## config.mk

```make
export PLATFORM = sky130hd
export DESIGN_NAME = camera_space_dot_sequencer_flat
export DESIGN_NICKNAME = d
export VERILOG_FILES = /design/src/rtl/camera_space_dot_sequencer_if.sv /design/src/rtl/camera_space_dot_sequencer.sv /design/src/flat_wrapper.sv
export SDC_FILE = /design/constraint.sdc
export NUM_CORES = 1
export LEC_CHECK = 0
export CORE_ASPECT_RATIO = 1.1
export CORE_MARGIN = 8
export CORE_UTILIZATION = 48
export DETAILED_ROUTE_END_ITERATION = 12
export PLACE_DENSITY = 0.83
export SLEW_MARGIN = 5
export SYNTH_ARGS = -nofsm -noshare
export SYNTH_HDL_FRONTEND = slang
export SYNTH_SLANG_ARGS = --single-unit
```

## constraint.sdc

```tcl
create_clock -name clk_in -period 9.55 [get_ports clk_in]
set_clock_uncertainty 0.2 [all_clocks]
set_input_delay 0.955 -clock clk_in [delete_from_list [all_inputs] [get_ports clk_in]]
set_output_delay 0.955 -clock clk_in [all_outputs]
set_load 0.05 [all_outputs]
```

## src/rtl/camera_space_dot_sequencer_if.sv

```systemverilog
// camera_space_dot_sequencer_if: request, dot-unit and result handshake bundle
interface camera_space_dot_sequencer_if #(
  parameter int WIDTH   = 16,
  parameter int D_WIDTH = 20
);
  logic                          in_valid;
  logic                          in_ready;
  logic [2:0][WIDTH-1:0]         in_point;
  logic [2:0][WIDTH-1:0]         cam_pos;
  logic [2:0][WIDTH-1:0]         basis_u;
  logic [2:0][WIDTH-1:0]         basis_v;
  logic [2:0][WIDTH-1:0]         basis_n;
  logic [2:0][WIDTH-1:0]         dot_a;
  logic [2:0][WIDTH-1:0]         dot_b;
  logic [D_WIDTH-1:0]            dot_d;
  logic                          out_valid;
  logic                          out_ready;
  logic [2:0][D_WIDTH-1:0]       out_vec;
  modport slave (
    input  in_valid, in_point, cam_pos, basis_u, basis_v, basis_n, dot_d, out_ready,
    output in_ready, dot_a, dot_b, out_valid, out_vec
  );
  modport master (
    output in_valid, in_point, cam_pos, basis_u, basis_v, basis_n, dot_d, out_ready,
    input  in_ready, dot_a, dot_b, out_valid, out_vec
  );
endinterface

```

## src/rtl/camera_space_dot_sequencer.sv

```systemverilog
// camera_space_dot_sequencer: saturating point-minus-camera, three dot issues, result collection
module camera_space_dot_sequencer #(
  parameter int WIDTH       = 16,
  parameter int FRAC_BITS   = 14,
  parameter int D_WIDTH     = 20,
  parameter int DOT_LATENCY = 3
) (
  input logic clk_in,
  input logic rst_in,
  camera_space_dot_sequencer_if.slave bus
);
  typedef enum logic [2:0] {IDLE, ISSUE0, ISSUE1, ISSUE2, DRAIN, HOLD} state_t;
  state_t                        state_q;
  logic [2:0][WIDTH-1:0]         rel_d, rel_q, bu_q, bv_q, bn_q;
  logic [2:0][WIDTH:0]           diff;
  logic [DOT_LATENCY-1:0][2:0]   tag_q;
  logic [2:0][D_WIDTH-1:0]       res_q;
  logic                          issue;
  logic [2:0]                    tag_in, tag_out;
  if (FRAC_BITS >= WIDTH) begin : g_frac_check
    $error("FRAC_BITS must be below WIDTH");
  end
  for (genvar i = 0; i < 3; i++) begin : g_sub
    assign diff[i] = {bus.in_point[i][WIDTH-1], bus.in_point[i]} - {bus.cam_pos[i][WIDTH-1], bus.cam_pos[i]};
    assign rel_d[i] = (diff[i][WIDTH] == diff[i][WIDTH-1]) ? diff[i][WIDTH-1:0]
                    : {diff[i][WIDTH], {(WIDTH-1){~diff[i][WIDTH]}}};
  end
  assign issue   = (state_q == ISSUE0) || (state_q == ISSUE1) || (state_q == ISSUE2);
  assign tag_in  = {issue, state_q == ISSUE2, state_q == ISSUE1};
  assign tag_out = tag_q[DOT_LATENCY-1];
  assign bus.in_ready  = (state_q == IDLE) && !rst_in;
  assign bus.out_valid = (state_q == HOLD);
  assign bus.out_vec   = res_q;
  assign bus.dot_a     = issue ? rel_q : '0;
  assign bus.dot_b     = (state_q == ISSUE0) ? bu_q : (state_q == ISSUE1) ? bv_q
                       : (state_q == ISSUE2) ? bn_q : '0;
  always_ff @(posedge clk_in or posedge rst_in) begin
    if (rst_in) begin
      state_q <= IDLE;
      rel_q   <= '0;
      bu_q    <= '0;
      bv_q    <= '0;
      bn_q    <= '0;
      tag_q   <= '0;
      res_q   <= '0;
    end else begin
      tag_q[0] <= tag_in;
      for (int i = 1; i < DOT_LATENCY; i++) tag_q[i] <= tag_q[i-1];
      if (tag_out[2]) res_q[tag_out[1:0]] <= bus.dot_d;
      case (state_q)
        IDLE: if (bus.in_valid) begin
          rel_q   <= rel_d;
          bu_q    <= bus.basis_u;
          bv_q    <= bus.basis_v;
          bn_q    <= bus.basis_n;
          state_q <= ISSUE0;
        end
        ISSUE0:  state_q <= ISSUE1;
        ISSUE1:  state_q <= ISSUE2;
        ISSUE2:  state_q <= DRAIN;
        DRAIN:   if (tag_out == 3'b110) state_q <= HOLD;
        HOLD:    if (bus.out_ready) state_q <= IDLE;
        default: state_q <= IDLE;
      endcase
    end
  end
endmodule

```

## src/flat_wrapper.sv

```systemverilog
// flat-port wrapper written by rule: the top's interface ports become plain ports
module camera_space_dot_sequencer_flat 
#(
  parameter int WIDTH       = 16,
  parameter int FRAC_BITS   = 14,
  parameter int D_WIDTH     = 20,
  parameter int DOT_LATENCY = 3
)
  (clk_in, rst_in, bus_in_valid, bus_in_point, bus_cam_pos, bus_basis_u, bus_basis_v, bus_basis_n, bus_dot_d, bus_out_ready, bus_in_ready, bus_dot_a, bus_dot_b, bus_out_valid, bus_out_vec);
  camera_space_dot_sequencer_if #(.WIDTH(WIDTH), .D_WIDTH(D_WIDTH)) bus_i ();
  input logic clk_in;
  input logic rst_in;
  input wire logic [$bits(bus_i.in_valid)-1:0] bus_in_valid;
  input wire logic [$bits(bus_i.in_point)-1:0] bus_in_point;
  input wire logic [$bits(bus_i.cam_pos)-1:0] bus_cam_pos;
  input wire logic [$bits(bus_i.basis_u)-1:0] bus_basis_u;
  input wire logic [$bits(bus_i.basis_v)-1:0] bus_basis_v;
  input wire logic [$bits(bus_i.basis_n)-1:0] bus_basis_n;
  input wire logic [$bits(bus_i.dot_d)-1:0] bus_dot_d;
  input wire logic [$bits(bus_i.out_ready)-1:0] bus_out_ready;
  output wire logic [$bits(bus_i.in_ready)-1:0] bus_in_ready;
  output wire logic [$bits(bus_i.dot_a)-1:0] bus_dot_a;
  output wire logic [$bits(bus_i.dot_b)-1:0] bus_dot_b;
  output wire logic [$bits(bus_i.out_valid)-1:0] bus_out_valid;
  output wire logic [$bits(bus_i.out_vec)-1:0] bus_out_vec;
  assign bus_i.in_valid = bus_in_valid;
  assign bus_i.in_point = bus_in_point;
  assign bus_i.cam_pos = bus_cam_pos;
  assign bus_i.basis_u = bus_basis_u;
  assign bus_i.basis_v = bus_basis_v;
  assign bus_i.basis_n = bus_basis_n;
  assign bus_i.dot_d = bus_dot_d;
  assign bus_i.out_ready = bus_out_ready;
  assign bus_in_ready = bus_i.in_ready;
  assign bus_dot_a = bus_i.dot_a;
  assign bus_dot_b = bus_i.dot_b;
  assign bus_out_valid = bus_i.out_valid;
  assign bus_out_vec = bus_i.out_vec;
  camera_space_dot_sequencer #(.WIDTH(WIDTH), .FRAC_BITS(FRAC_BITS), .D_WIDTH(D_WIDTH), .DOT_LATENCY(DOT_LATENCY)) u_core (.clk_in(clk_in), .rst_in(rst_in), .bus(bus_i));
endmodule
```

Word level (Yosys, flattened, before mapping)
Cells that the tools add are included.

$add $sub $neg: 3. $lt $le $gt $ge: 2. Eq/ne operators: 12. Mux-type cells: 14. Bitwise gates (word level): 3. Reduce and logical (&&, ||, !) cells: 8.

Operators by type and width (count): two-way mux 48 bit (4); bitwise mux 60 bit (1); subtractor 16 x 16 -> 17 bit (3); two-way mux 16 bit (3); demux 20 bit (select 2 bit) (1); two-way mux 20 bit (1); one-hot mux 3 bit (6 select lines) (1); == test 3 bit (second input constant) (3); two-way mux 3 bit (3); == test 3 x 2 -> 1 bit (second input constant) (2); inequality test 2 bit (second input constant) (2); == test 1 bit (3); == test 3 x 1 -> 1 bit (second input constant) (1); logical NOT 3 bit (1); less-than comparator 2 x 3 -> 1 bit (second input constant) (1); NOT 1 bit (3); AND reduction 3 bit (1); >= comparator 2 x 1 -> 1 bit (second input constant) (1); logical AND 1 bit (2); logical OR 1 bit (2); inequality test 2 x 1 -> 1 bit (second input constant) (1); AND reduction 2 bit (1); logical NOT 1 bit (1).

Register bits: 264. Output and inout port bits: 158. Logic and storage cells: 61.

Longest topological paths before layout
Gate-level depths: netlist (run 1).

Depth in word-level cells: 5. Depth in mapped cells: 12. Mapped depth without buffers: 11.

Worst setup path before layout (run 1)
Ideal clock, no wire load.

Path type: input-to-output. Start: input port rst_in. End: output port bus_in_ready. Arrival: 2.404 ns. Slack: 5.991 ns. Stages on the path: 1. Path buffers: 0. Cells stage by stage: nor4_1.

Cells in the longest elaborated chain, start to end: 2.

RTL lines: start, declared (line flat_wrapper.sv:12) `input logic rst_in;`; logical NOT 1 bit (line camera_space_dot_sequencer.sv:31) `assign bus.in_ready = (state_q == IDLE) && !rst_in;`; logical AND 1 bit (line camera_space_dot_sequencer.sv:31); end, declared (line flat_wrapper.sv:21) `output wire logic [$bits(bus_i.in_ready)-1:0] bus_in_ready;`.

No other way between the ends.

Final worst setup path (run 1)
Start: register u_core.state_q[1]. End: output port bus_dot_b[38].

Cells in the longest elaborated chain, start to end: 4.

RTL lines: start, declared (line camera_space_dot_sequencer.sv:13) `state_t state_q;`; start signal, assigned (line camera_space_dot_sequencer.sv:39) `state_q <= IDLE;`; start signal, assigned (line camera_space_dot_sequencer.sv:56) `state_q <= ISSUE0;`; start signal, assigned (line camera_space_dot_sequencer.sv:58) `ISSUE0: state_q <= ISSUE1;`; == test 3 x 2 -> 1 bit (line camera_space_dot_sequencer.sv:36) `: (state_q == ISSUE2) ? bn_q : '0;`; two-way mux 48 bit (line camera_space_dot_sequencer.sv:36); two-way mux 48 bit (line camera_space_dot_sequencer.sv:35) `assign bus.dot_b = (state_q == ISSUE0) ? bu_q : (state_q == ISSUE1) ? bv_q`; two-way mux 48 bit (*) (line camera_space_dot_sequencer.sv:35); end, declared (line flat_wrapper.sv:23) `output wire logic [$bits(bus_i.dot_b)-1:0] bus_dot_b;`.

Every way passes the cells marked *; elsewhere a longest branch is shown, timed or not.

==> flow_summary.yaml, run 1 <==
pwr:
  power.leakage_nw: 9.031
  powerDensity_nw_per_um2: 354.5
  seq_power_share: 0.290
  clkPwrFrac: 0.160
  ir_worst_vdd_mv: 0.1827
  switching_power_mw: 3.237
  swShare: 0.4675
  power_frac_comb: 0.550
  power.internal_mw: 3.686
  power_mw: 6.923
clock_tree:
  cts_root_buf: "clkbuf_16"
  clk_pin_slew_ps: 60
  ctsHoldBuffers: 0
  htree_levels: 1
  cts_setup_buffers: 0
  cts_resized: 0
  insertion_delay_ps: 520
  cts_buffer_depth: 3
  cts_tree: "yes"
  clock_sinks: 264
  cts_buffers: 27
placement:
  place_hpwl_mm: 33.83
  place_congestion: 0.9551
  io_buffers: 421
  dp.cells: 2280
  dp_slack_ps: 4999
cells_and_area:
  final_cells: 2341
  multi_input_area_sq_um: 6933
  seq_area_sq_um: 6610
  final_common_cell: "nand2_1"
  fin_nets: 2250
  mostFrequentLayoutCells: "nand2_1, clkdlybuf4s50_1, dfrtp_1, mux2_2, nor2_1"
  fill_cells: 2357
  drive_above_1_share: 0.1033
  final_util: 0.6680
  syn_to_final_growth_pct: 38.51
synth:
  syn-instance-count: 1558
  synthArstFlopShare: 1.000
  syn_avg_cell_area_sq_um: 9.048
  synth_cell_type_count: 73
  synth_area_sq_um: 14100
  ys_seq_elements: 264
  yosysSeqAreaShare: 0.4686
  syn_nets: 1873
  synth-edff-count: 0
  ys_warn_count: 0
  synth_ff_type: "dfrtp_1"
route:
  vias: 12670
  detail_route.iter0.violations: 952
  wl_per_cell_um: 19.81
  detail-route-antenna-nets: 0
  firstDrtPassIters: 6
  routed_wl_mm: 46.38
  route.detailed.drc: 0
  vias_per_cell: 5.411
die:
  core_area_sq_um: 29230
  ios: 422
  die_y_um: 195.7
  die_width_um: 179.4
  num_rows: 66
  initial_core_util: 0.4822
  die_area_sq_um: 35120
sta:
  fin_crit_ps: 4944
  fin_crit_sh: 0.5177
  tns_ps: 0
  max_slew_margin: 0.2041
  worst_slew_pin_slew_ps: 1190
  finalSetupViolCount: 0
  grt_setup_unrepaired: "false"
  max_freq_mhz: 202.3
  drv_slew: 0
  finalWorstSetupSlack_ps: 4606
  finalHoldViolCount: 0
worst_setup_path:
  crit_required_ps: 8400
  crit_path_start_kind: "register"
  r2r_start: "u_core.state_q[1]"
  cp_max_fo: 40
  worstSetupPathType: "register to primary output"
  reg2reg_slack_ps: 5780
  critPathArrivalTime_ps: 3790
  worstReg2RegEnd: "u_core.bu_q[7]"
  critPathCaptureType: "primary output"
  ff2ff_path_depth: 6
worst_hold_path:
  worstHoldPathCells: 0
  hold_start: "u_core.tag_q[4]"
  min_path_type: "register to register"
  min_to: "u_core.tag_out[1]"
run:
  maxCapViolCount: 0
global_routing:
  grt_pass1_vias: 13250
  grt_use_total: 0.2542
  gr-total-overflow: 0
  grt_antenna_before_repair: 11
  grt_pass1_wl_mm: 72.41
  grt_max_degree: 129
outcome:
  status: "complete, no violations"
## power groups by stage
stage | clock [mW] | sequential, mW | combinational (mW)
3_5_place_dp | 0 | 2.00 | 3.81
2_1_floorplan | 0 | 2.34 | 2.16
5_1_grt | 1.17 | 2.07 | 4.06
3_3_place_gp | 0 | 1.97 | 3.75
4_1_cts | 1.13 | 2.00 | 3.84
6_report | 1.11 | 2.00 | 3.81
## metrics by stage
stage	instance area [sq um]	hold slack, ps
after CTS	19500	147.8
after global routing	19520	151.4
after global placement	18560	131.2
after floorplan	14100	131.2
after detailed placement	18560	137.2
final	19530	146.5
## worst max path at each step
stage	start	slack [ps]	end	depth (start not counted)
floorplan	rst_in	1130	u_core.bn_q[0]	1
global placement	bus_in_point[16]	5120	u_core.rel_q[30]	11
detailed placement	bus_cam_pos[16]	5000	u_core.rel_q[17]	10
CTS	u_core.state_q[1]	4590	bus_dot_b[40]	5
global route	u_core.state_q[1]	4440	bus_dot_b[38]	5
finish	u_core.state_q[1]	4610	bus_dot_b[38]	5
## cells by family (layout without fill, tap and decap cells)
family / after synthesis / in the layout / share of synthesized area
simple gates: 674 / 674 / 0.1997
flops: 264 / 264 / 0.4686
buf+inv: 151 / 548 / 0.04136
mux: 111 / 111 / 0.08840
xor+xnor: 37 / 37 / 0.02538
other cells: 0 / 12 / 0
compound gates: 262 / 262 / 0.1235
fa+ha+maj: 59 / 59 / 0.05308
## per-layer routing
| metal | track usage | wire, um |
|---|---|---|
| met2 | 0.4467 | 23530 |
| met5 | 0 | 0 |
| met1 | 0.2917 | 17950 |
| met3 | 0.05754 | 3120 |
| met4 | 0.1186 | 1777 |
## layout make-up
cell class / instances / area share
Clock inverter: 18 / 0.01089
Tap cell: 374 / 0.02397
Inverter: 68 / 0.01346
Sequential cell: 264 / 0.3385
Multi-Input combinational cell: 1143 / 0.3551
Timing Repair Buffer: 431 / 0.2197
Antenna cell: 12 / 0.001538
Clock buffer: 31 / 0.03691
## synth_stat cells, types with 7 or more instances
| cell | n | area (sq um) |
|---|---|---|
| nand2_1 | 484 | 1817 |
| dfrtp_1 | 264 | 6606 |
| mux2_2 | 108 | 1216 |
| nor2_1 | 75 | 281.5 |
| inv_1 | 68 | 255.2 |
| clkbuf_1 | 67 | 251.5 |
| a21oi_1 | 64 | 320.3 |
| o21ai_0 | 61 | 305.3 |
| and2_1 | 53 | 331.6 |
| a22oi_1 | 49 | 367.9 |
| ha_1 | 48 | 600.6 |
| xnor2_1 | 20 | 175.2 |
| xor2_1 | 14 | 122.6 |
| a211oi_1 | 12 | 90.09 |
| a21o_1 | 12 | 90.09 |
| o211ai_1 | 12 | 90.09 |
| nand2b_1 | 11 | 68.82 |
| buf_1 | 10 | 37.54 |
| nand3_1 | 9 | 45.04 |
| o21ai_1 | 7 | 35.03 |
## sequential cells by signal, indices dropped and copies added, names as in the netlist
register / cells
u_core.bn_q: 48
u_core.bu_q: 48
u_core.bus.out_vec: 60
u_core.bv_q: 48
u_core.rel_q: 48
u_core.state_q: 3
u_core.tag_out: 3
u_core.tag_q: 6
## worst max-delay path, stage by stage, from the launching register on
cell and delay, ps:
dfrtp_2 670, buf_4 370, nor2b_4 900, a22oi_1 290
nor2_1 190, clkdlybuf4s50_1 830
(Power assumes the default switching activity.)
==> run 2, diff against run 1 <==
Settings changed: CORE_UTILIZATION 48 to 43, PLACE_DENSITY 0.83 to 0.79.
Clock period 9.55 ns to 4.5 ns, I/O delays scaled along.
==> run 2 against run 1 <==
Compared with the run above: global-route usage decreased by 2.6 points; critical path type unchanged; routed wire length about the same; critical endpoint is now bus_dot_a[15]; setup slack got worse by 4000 ps; critical path depth decreased by 1; die area increased by 11%; total power increased by 110%; register-to-register slack got worse by 4500 ps; cell area increased by 1.2%; largest power group unchanged; clock power increased by 120%.
==> flow_summary.yaml, run 2 (same netlist as run 1, synthesis figures left out) <==
outcome:
  status: "complete, no violations"
sta:
  fin_hold_ws_ps: 150.5
  tns_ps: 0
  drv_slew: 0
  fin_crit_sh: 0.8634
  grt_setup_unrepaired: "false"
  finalSetupViolCount: 0
  finalHoldViolCount: 0
  worst_slew_pin_slew_ps: 1195
  fin_crit_ps: 3885
  max_slew_margin: 0.2007
  max_freq_mhz: 257.4
clock_tree:
  cts_setup_buffers: 0
  clk_pin_slew_ps: 60
  cts_root_buf: "clkbuf_16"
  htree_levels: 1
  insertion_delay_ps: 530
  cts_tree: "yes"
  cts_resized: 0
  clock_sinks: 264
  cts_buffers: 27
  cts_buffer_depth: 3
  ctsHoldBuffers: 0
worst_setup_path:
  reg2reg_slack_ps: 1280
  critPathCaptureType: "primary output"
  cp_max_fo: 49
  crit_path_start_kind: "register"
  critPathArrivalTime_ps: 3240
  crit_required_ps: 3850
  worstSetupPathType: "register to primary output"
cells_and_area:
  largest_register_ff_count: 60
  mostFrequentLayoutCells: "nand2_1, clkdlybuf4s50_1, dfrtp_1, mux2_2, nor2_1"
  syn_to_final_growth_pct: 40.13
  final_cells: 2401
  multi_input_area_sq_um: 6938
  fin_nets: 2263
  drive_above_1_share: 0.1077
  fill_cells: 2727
  seq_area_sq_um: 6610
  final_common_cell: "nand2_1"
worst_hold_path:
  min_path_type: "register to register"
pwr:
  powerDensity_nw_per_um2: 750.0
  ir_worst_vdd_mv: 0.3409
  power_mw: 14.82
  power.leakage_nw: 9.103
placement:
  dp.cells: 2345
  io_buffers: 421
  place_congestion: 0.9185
  place_hpwl_mm: 34.54
die:
  die_y_um: 205.9
  ios: 422
  num_rows: 69
  core_area_sq_um: 32290
  initial_core_util: 0.4366
  die_area_sq_um: 38840
  die_width_um: 188.6
route:
  detail-route-antenna-nets: 0
  vias_per_cell: 5.267
  vias: 12650
  routed_wl_mm: 46.40
  route.detailed.drc: 0
  detail_route.iter0.violations: 856
  wl_per_cell_um: 19.32
  firstDrtPassIters: 5
global_routing:
  gr-total-overflow: 0
  grt_pass1_wl_mm: 71.90
  grt_max_degree: 167
  grt_pass1_vias: 13060
  grt_use_total: 0.2281
  grt_antenna_before_repair: 6
run:
  maxCapViolCount: 0
-- run 2: path summary, 6_finish.rpt --
| check | start | end | cells after the start |
|---|---|---|---|
| worst max-delay path | u_core.state_q[0] | bus_dot_a[15] | 4 |
| worst min-delay path | u_core.tag_q[0] | u_core.tag_q[3] | 0 |
| worst max register to register | u_core.state_q[1] | u_core.rel_q[16] | 6 |
| worst min register to register | u_core.tag_q[0] | u_core.tag_q[3] | 0 |
| max in group asynchronous | rst_in | u_core.state_q[1] | 3 |
| min in group asynchronous | rst_in | u_core.tag_out[1] | 3 |
-- run 2: critical path, stage by stage, from the launching register on --
cell and delay [ps]:
dfrtp_2 640, nor2_1 140, nor2_4 770, and2_1 300, clkdlybuf4s50_1 820
-- run 2: area by class of cell --
type,count,share of cell area
clock inverter,17,0.01298
antenna,7,0.0008867
multi-input combinational,1143,0.3512
clock buffer,32,0.03566
tap,426,0.02698
inverter,68,0.01311
timing repair buffer,444,0.2246
sequential,264,0.3346
-- run 2: stage by stage --
stage               instance area, sq um  utilization  setup WS, ps
floorplan                          14100            -         366.5
global placement                   18780       0.5815         711.3
detailed placement                 18780       0.5815         608.2
CTS                                19740       0.6113         526.1
global route                       19750       0.6117         412.1
finish                             19760       0.6118         614.8
-- run 2: per-layer routing --
metal  vias up  share of wire  track usage
met4         2          0.029      0.07933
met3        81          0.075      0.05569
met2       473           0.50       0.4017
met5         -        0.00019            0
met1      6109           0.40       0.2691
li1       5981              -            -
-- run 2: power by group --
group          internal, mW  switching [mW]
combinational          2.99            5.21
clock                  1.47           0.959
sequential             3.52           0.670
total                  7.98            6.84
==> run 3, diff against run 2 <==
Settings changed: ABC_AREA set to 1, CORE_UTILIZATION 43 to 52, PLACE_DENSITY 0.79 to 0.89, SLEW_MARGIN 5 to 20.
Clock period 4.5 ns to 4.52 ns, I/O delays scaled along.
==> run 3 against run 2 <==
Compared with the run above: die area is 14% lower; non-clock buffer count is 9 lower; sequential power is 4.8% lower; sequential share of layout area is 0.13 points higher; total power is 7.6% lower; register-to-register slack better by 410 ps; critical path type unchanged; combinational power is 8.2% lower; global-route usage is 3.7 points higher; via count is 8.8% higher; routed wire length is 2.8% lower.
==> flow_summary.yaml, run 3 <==
cells_and_area:
  final_common_cell: "nand2_1"
  drive_above_1_share: 0.05911
  fin_nets: 2578
  final_util: 0.7160
  largest_register_ff_count: 60
  final_cells: 2648
  syn_to_final_growth_pct: 36.88
  mostFrequentLayoutCells: "nand2_1, clkdlybuf4s50_1, inv_1, dfrtp_1, o21ai_0"
die:
  num_rows: 64
  ios: 422
  core_area_sq_um: 27470
  initial_core_util: 0.5231
  die_area_sq_um: 33210
  die_y_um: 190.3
  die_width_um: 174.5
clock_tree:
  htree_levels: 1
  cts_buffers: 27
  cts_setup_buffers: 0
  ctsHoldBuffers: 0
  cts_root_buf: "clkbuf_16"
  clock_sinks: 264
  clk_pin_slew_ps: 60
  insertion_delay_ps: 540
  cts_tree: "yes"
  cts_resized: 0
  cts_buffer_depth: 3
sta:
  fin_crit_sh: 0.8538
  max_freq_mhz: 259.1
  worst_slew_pin_slew_ps: 1181
  tns_ps: 0
  fin_crit_ps: 3859
  finalHoldViolCount: 0
  drv_slew: 0
  finalSetupViolCount: 0
  finalWorstSetupSlack_ps: 660.7
  grt_setup_unrepaired: "false"
  max_slew_margin: 0.2128
synth:
  synth_area_sq_um: 14370
  synth.most_common_cell: "nand2_1"
  syn_avg_cell_area_sq_um: 7.655
  ys_warn_count: 0
  synth_ff_type: "dfrtp_1"
  synth_cell_type_count: 37
  synthArstFlopShare: 1.000
  synth_common_cells: "nand2_1, inv_1, dfrtp_1"
  synthTopCellsByArea: "dfrtp_1, nand2_1, inv_1, o21ai_0, ha_1"
  synth-edff-count: 0
  ys_seq_elements: 264
  synth_top_area_cell: "dfrtp_1"
  yosysSeqAreaShare: 0.4598
  syn_nets: 2192
  syn-instance-count: 1877
  synth_top_cell_area_share: 0.4598
worst_setup_path:
  ff2ff_path_depth: 6
  cp_max_fo: 27
  crit_required_ps: 3870
  reg2reg_slack_ps: 1690
  critPathCaptureType: "primary output"
  r2r_start: "u_core.state_q[2]"
  critPathArrivalTime_ps: 3210
  worstSetupPathType: "register to primary output"
  crit_path_start_kind: "register"
  worstReg2RegEnd: "u_core.rel_q[17]"
pwr:
  power.leakage_nw: 10.02
  powerDensity_nw_per_um2: 696.1
  ir_worst_vdd_mv: 0.5386
placement:
  dp_slack_ps: 1256
  io_buffers: 421
  place_hpwl_mm: 34.06
  dp.cells: 2597
  place_congestion: 0.9038
global_routing:
  grt_pass1_vias: 14290
  grt_use_total: 0.2647
  grt_use_met2: 0.4611
  busiest_layer: "met2"
  grtUsageMet3: 0.06219
  gr-total-overflow: 0
  grt_max_degree: 256
  grt_pass1_wl_mm: 71.82
  use_met1: 0.3036
  grt_antenna_before_repair: 4
worst_hold_path:
  min_path_type: "register to register"
  hold_start: "u_core.tag_q[3]"
  min_to: "u_core.tag_out[0]"
  worstHoldPathCells: 0
route:
  routed_wl_mm: 45.11
  wl_per_cell_um: 17.04
  detail-route-antenna-nets: 0
  vias_per_cell: 5.198
  firstDrtPassIters: 6
  route.detailed.drc: 0
  detail_route.iter0.violations: 1279
  vias: 13760
outcome:
  status: "complete, no violations"
run:
  maxCapViolCount: 0
run 3: cell types whose count changed after synthesis, moves of 26 or more:
| cell | before | now |
|---|---|---|
| mux2_2 | 108 | 0 |
| o21ai_0 | 61 | 159 |
| nand2_1 | 484 | 633 |
| nand3_1 | 9 | 54 |
| clkbuf_1 | 67 | 35 |
| o221ai_1 | 2 | 48 |
| and2_1 | 53 | 6 |
| a21oi_2 | 1 | 27 |
| inv_1 | 68 | 330 |
| a22oi_1 | 49 | 0 |
run 3: logic make-up after synthesis:
group	count (synthesis)	share of synthesized area
AO/OA/AOI/OAI	289	0.1233
AND/OR/NAND/NOR	831	0.2390
flip-flops	264	0.4598
XOR/XNOR	28	0.01707
buffers and inverters	414	0.1148
adder cells (fa/ha/maj)	51	0.04598
run 3: how the worst max path moves through the flow:
stage	startpoint	to	slack (ps)	cells past startpoint
after floorplan	rst_in	u_core.bn_q[0]	380	1
final	u_core.state_q[2]	bus_dot_b[4]	660	5
after global placement	u_core.state_q[2]	bus_dot_b[22]	1320	5
after CTS	u_core.state_q[2]	bus_dot_b[22]	680	5
after detailed placement	u_core.state_q[2]	bus_dot_b[22]	1260	5
after global routing	u_core.state_q[2]	bus_dot_b[4]	520	5
run 3: power breakdown:
group	internal [mW]	switching (mW)	leakage (nW)
Clock	1.23	0.942	0.423
Sequential	3.50	0.488	3.19
Combinational	2.36	5.17	6.41
run 3: critical path, cell delays in order, from the launching register on:
cell	delay, ps
dfrtp_1	480
nor2_1	210
nand2_2	380
buf_4	410
o221ai_1	290
clkdlybuf4s50_1	870
run 3: cell type report:
| cell class | count | area [sq um] |
|---|---|---|
| Antenna cell | 1 | 2.502 |
| Clock buffer | 37 | 753.2 |
| Clock inverter | 13 | 102.6 |
| Fill cell | 2030 | 7800 |
| Inverter | 336 | 1266 |
| Multi-Input combinational cell | 1199 | 6125 |
| Sequential cell | 264 | 6606 |
| Tap cell | 363 | 454.2 |
| Timing Repair Buffer | 435 | 4357 |
run 3: through the flow:
stage	cell area (sq um)	hold slack (ps)	total power, mW
final	19670	140.6	13.69
after global routing	19670	158.9	14.49
after CTS	19660	144.0	13.75
after detailed placement	18810	135.8	11.52
after global placement	18810	132.7	11.28
after floorplan	14370	131.2	8.937
run 3: per-layer routing:
metal / vias to the layer above / wire length, um
li1: 6584 / -
met1: 6431 / 16880
met2: 611 / 22220
met3: 131 / 3840
met4: 6 / 2139
met5: - / 40
